==> src/rtl/muldiv_unit.sv <==
// rtl/muldiv_unit.sv - iterative 32-bit multiply/divide unit with architectural HI/LO registers
// Define MULDIV_DIV_EN to build the restoring divider; otherwise divide ops complete as no-ops.
module muldiv_unit (
  input  logic        CLK,
  input  logic        RST,
  input  logic        START,
  input  logic [1:0]  OP,
  input  logic [31:0] A,
  input  logic [31:0] B,
  output logic        BUSY,
  output logic        DONE,
  output logic        DIV0,
  output logic [31:0] HI,
  output logic [31:0] LO
);

  localparam logic [1:0] ST_IDLE = 2'd0;
  localparam logic [1:0] ST_RUN  = 2'd1;
  localparam logic [1:0] ST_FIX  = 2'd2;

  logic [1:0]  state;
  logic [5:0]  cnt;
  logic        is_div;
  logic        neg_lo;
  logic [63:0] acc;
  logic [31:0] opnd;

  logic [31:0] a_mag;
  logic [31:0] b_mag;
  logic [32:0] mul_sum;
  logic [63:0] mul_next;
  logic [63:0] prod_fix;
  logic [63:0] step_next;

  // Signed ops iterate on magnitudes; signs are restored in FIX.
  assign a_mag = (OP[0] && A[31]) ? (32'd0 - A) : A;
  assign b_mag = (OP[0] && B[31]) ? (32'd0 - B) : B;

  // acc holds {partial product, remaining multiplier bits}
  assign mul_sum  = {1'b0, acc[63:32]} + (acc[0] ? {1'b0, opnd} : 33'd0);
  assign mul_next = {mul_sum, acc[31:1]};
  assign prod_fix = neg_lo ? (64'd0 - acc) : acc;

`ifdef MULDIV_DIV_EN
  logic        neg_hi;
  logic        zero_div;
  logic [31:0] a_raw;
  logic [32:0] div_shift;
  logic [32:0] div_diff;
  logic        div_ge;
  logic [63:0] div_next;
  logic [31:0] quo_fix;
  logic [31:0] rem_fix;

  // acc holds {partial remainder, dividend bits shifting out / quotient bits shifting in}
  assign div_shift = {acc[63:32], acc[31]};
  assign div_diff  = div_shift - {1'b0, opnd};
  assign div_ge    = (div_shift >= {1'b0, opnd});
  assign div_next  = {(div_ge ? div_diff[31:0] : div_shift[31:0]), acc[30:0], div_ge};
  assign quo_fix   = neg_lo ? (32'd0 - acc[31:0]) : acc[31:0];
  assign rem_fix   = neg_hi ? (32'd0 - acc[63:32]) : acc[63:32];
  assign step_next = is_div ? div_next : mul_next;
`else
  assign step_next = mul_next;
`endif

  always_ff @(posedge CLK or posedge RST) begin
    if (RST) begin
      state  <= ST_IDLE;
      cnt    <= 6'd0;
      is_div <= 1'b0;
      neg_lo <= 1'b0;
      acc    <= 64'd0;
      opnd   <= 32'd0;
      BUSY   <= 1'b0;
      DONE   <= 1'b0;
      DIV0   <= 1'b0;
      HI     <= 32'd0;
      LO     <= 32'd0;
`ifdef MULDIV_DIV_EN
      neg_hi   <= 1'b0;
      zero_div <= 1'b0;
      a_raw    <= 32'd0;
`endif
    end else begin
      DONE <= 1'b0;
      case (state)
        ST_IDLE: begin
          if (START) begin
            BUSY   <= 1'b1;
            DIV0   <= 1'b0;
            cnt    <= 6'd0;
            is_div <= OP[1];
            neg_lo <= OP[0] & (A[31] ^ B[31]);
            opnd   <= OP[1] ? b_mag : a_mag;
            acc    <= OP[1] ? {32'd0, a_mag} : {32'd0, b_mag};
`ifdef MULDIV_DIV_EN
            neg_hi   <= OP[0] & A[31];
            zero_div <= (B == 32'd0);
            a_raw    <= A;
            state    <= ST_RUN;
`else
            state    <= OP[1] ? ST_FIX : ST_RUN;
`endif
          end
        end
        ST_RUN: begin
          acc <= step_next;
          if (cnt == 6'd31) begin
            state <= ST_FIX;
          end else begin
            cnt <= cnt + 6'd1;
          end
        end
        ST_FIX: begin
          state <= ST_IDLE;
          BUSY  <= 1'b0;
          DONE  <= 1'b1;
          if (!is_div) begin
            HI <= prod_fix[63:32];
            LO <= prod_fix[31:0];
          end
`ifdef MULDIV_DIV_EN
          else if (zero_div) begin
            HI   <= a_raw;
            LO   <= 32'hFFFF_FFFF;
            DIV0 <= 1'b1;
          end else begin
            HI <= rem_fix;
            LO <= quo_fix;
          end
`endif
        end
        default: state <= ST_IDLE;
      endcase
    end
  end

endmodule

==> config.mk <==
export PLATFORM = sky130hd
export DESIGN_NAME = muldiv_unit
export DESIGN_NICKNAME = d
export VERILOG_FILES = /design/src/rtl/muldiv_unit.sv
export SDC_FILE = /design/constraint.sdc
export NUM_CORES = 1
export LEC_CHECK = 0
export CORE_MARGIN = 2
export CORE_UTILIZATION = 63
export CTS_BUF_LIST = sky130_fd_sc_hd__clkbuf_8
export CTS_CLUSTER_DIAMETER = 120
export DETAILED_ROUTE_END_ITERATION = 10
export PLACE_DENSITY = 0.95
export SLEW_MARGIN = 40
export SYNTH_ARGS = -nofsm -noshare
export SYNTH_HDL_FRONTEND = slang
export SYNTH_SLANG_ARGS = --single-unit
==> constraint.sdc <==
create_clock -name CLK -period 11.9 [get_ports CLK]
set_clock_uncertainty 0.2 [all_clocks]
set_input_delay 2.975 -clock CLK [delete_from_list [all_inputs] [get_ports CLK]]
set_output_delay 2.975 -clock CLK [all_outputs]
set_load 0.01 [all_outputs]
==> results.ini <==
[sta]
max_slew.worst_pin.slew_ps=918
setup_slack_ps=6360
slew_viol_final=0
period_share=0.465
setup_tns_after_final_layout_ps=0
final-hold-violation-count=0
unrepaired_setup_endpoints_after_global_routing=no
min_period_ps=5540
worst_slew_margin_rel=0.380
timing.fmax_mhz=181
setup_viol=0

[status]
outcome=finished, final reports clean

[synth]
netlist.area_leader.share=0.372
top_cell_types_by_occurrence_after_synthesis=dfrtp_1, nand2_1, nor2_1, a21oi_1, o21ai_0
ys_seq_elements=172
number_of_nets_in_the_synthesized_netlist=1488
count_of_synthesis_stage_warnings_from_yosys=0
post_synth.cell_area_avg_sq_um=8.36
synth_seq_area_share=0.372
async_flop_share=1.00
syn-instance-count=1382
yosysMostFrequentCell=dfrtp_1
ys_dominant_reg_cell=dfrtp_1
synth_edf_count=0
yosysTopAreaCell=dfrtp_1
netlist-cell-type-count=68
summed_instance_area_of_the_synthesized_netlist_sq_um=11600
ranking_of_synthesized_cells_by_area=dfrtp_1, xor2_1, a21oi_1

[cts]
clock_tree.root_cell=clkbuf_8
cts_hold_buffers=0
clock_tree_from_tritoncts=built
htree_levels=4
number_of_gates_resized_after_cts=0
path_clk_slew_ps=80
cts_buffer_depth=2
number_of_clock_buffers_inserted_by_tritoncts=17
insertion_delay_ps=480
post_cts.repair.setup_buffers=0
clock_sink_count=172

[final_layout]
antenna_cells_inserted=0
post_route_cells_drive_above_1_share=0.0449
layout.cells.non_filler=1700
syn_to_final_growth_pct=15.0
num-nets-final=1564

[pwr]
clkPwrFrac=0.123
power_density_nw_per_um2=237
switching_share=0.455
seq_power_share=0.367
switchingPower_mw=1.43
cellInternalPower_mw=1.71
fraction_of_power_consumed_by_combinational_cells=0.510
leakage_nw=5.39
vdd.ir_drop.worst_mv=0.177

[floorplanning]
core_area_sq_um=18000
die_area_sq_um=19400
rows=49
chipHeight_um=139
ios=136
fp.dieW_um=139
initial_utilization=0.643

[detailed_routing]
drt_drc_violations_left=0
route.detailed.vias_per_inst=6.56
routed_wl_mm=32.7
ant_nets=0
drt_iter0_markers=1337
overall_via_count_from_detail_route=11158
routed_wire_length_per_instance_um=19.2
drt-pass1-iter-count=7

[placed_design]
dp.final_hpwl_mm=24.7
placed_cell_count=1668
io_buffer_count=134
gp_routability_congestion=0.997
dpl_worst_slack_ps=5950

[setup_path]
crit_slowest_cell=nor4_1
cp_data_required_time_ps=12030
timing.critical_path.to_type=flop
timing.setup.critical_path_class=input port to flop
worstPathCellList=clkdlybuf4s50_1 > nor4_1 > nand2_1 > nor3_4 > nand3_1 > o21ai_1 > xor2_1 > o221ai_1
cp.arrival_ps=5660
cp_top_family=simple AND/OR/NAND/NOR gates
critical_path_peak_fanout=7
critical_path.max_stage_delay_ps=730
crit_buf_inv=1
crit_path_start_kind=input port

[global_routing]
largest_net_degree_at_the_start_of_global_routing=110
grt_overflow=0
gr-usage-all-layers=0.336
first_global_vias=10341
antenna_violations_before_repair=0
grt_pass1_wl_mm=52.8

[run]
drv_cap=0

[worst_hold_path]
class_of_the_tightest_hold_or_removal_check=flop to flop

[cell usage in the layout, fill, tap and decap left out, drive strengths merged, types with 26 or more instances in the layout]
master	instances
and2	35
o31ai	31
xor2	111
o221ai	26
nand2	149
a21oi	138
xnor2	38
clkdlybuf4s50	134
a22oi	29
ha	36
dfrtp	172
o21ai	123
nor2	147
nand3	29
[cells by family (layout without fill, tap and decap cells)]
logic type      count (synthesis)  count (layout)  synth area share
fa+ha+maj                      37              37            0.0407
flops                         172             172             0.372
buf+inv                       107             196            0.0407
simple gates                  476             476             0.194
xor+xnor                      149             149             0.113
other cells                     1               1          0.000325
mux                             9               9           0.00801
compound gates                431             431             0.231
[worst min-delay path: cells and delay by family, from the launching register on]
kind,cells,cell delay (ps)
simple gates,2,90
flops,1,350
[state kept, by name, summed over array words and instances, names as in the netlist, 2 cells and up]
| register | cells |
|---|---|
| acc | 64 |
| state | 2 |
| cnt | 6 |
| HI | 32 |
| opnd | 32 |
| LO | 32 |
[metrics by stage]
stage | hold WS, ps | utilization | total power [mW] | cell area (sq um)
after CTS | 269 | 0.739 | 3.11 | 13300
after floorplan | 230 | - | 2.13 | 11600
final | 266 | 0.740 | 3.14 | 13300
after global routing | 312 | 0.740 | 3.36 | 13300
after global placement | 244 | 0.717 | 2.63 | 12900
after detailed placement | 249 | 0.719 | 2.72 | 12900
[power by group through the flow]
stage / combinational [mW] / clock, mW / sequential (mW)
floorplan: 1.05 / 0 / 1.08
global placement: 1.50 / 0 / 1.13
detailed placement: 1.58 / 0 / 1.15
CTS: 1.59 / 0.385 / 1.14
global route: 1.77 / 0.408 / 1.18
finish: 1.61 / 0.387 / 1.15
[path summary, 6_finish.rpt]
check                                     start                    to  slack, ps  cells after the start
max reg2reg                  acc[0]$_DFFE_PP0P_   acc[63]$_DFFE_PP0P_       7870                     10
min in group asynchronous                   RST    LO[11]$_DFFE_PP0P_       2810                      2
min reg2reg                opnd[12]$_DFFE_PP0P_  opnd[12]$_DFFE_PP0P_        270                      2
min                        opnd[12]$_DFFE_PP0P_  opnd[12]$_DFFE_PP0P_        270                      2
max                                        A[5]  opnd[29]$_DFFE_PP0P_       6360                      8
max in group asynchronous                   RST    acc[0]$_DFFE_PP0P_       7570                      3
[area by class of cell]
cell class / count / area, sq um
fill: 1294 / 4680
multi-input combinational: 1103 / 6810
tap: 229 / 287
timing repair buffer: 143 / 1430
inverter: 21 / 86.3
clock inverter: 15 / 128
clock buffer: 17 / 234
sequential: 172 / 4310
[layer usage]
layer  vias up  routed length, um  global-route usage
met5         -                  0                   0
met4         0               1470               0.149
met3       129               3390              0.0650
met2       693              14600               0.515
met1      5208              13200               0.467
li1       5128                  -                   -
No activity file was read; power rests on OpenSTA's default activity.
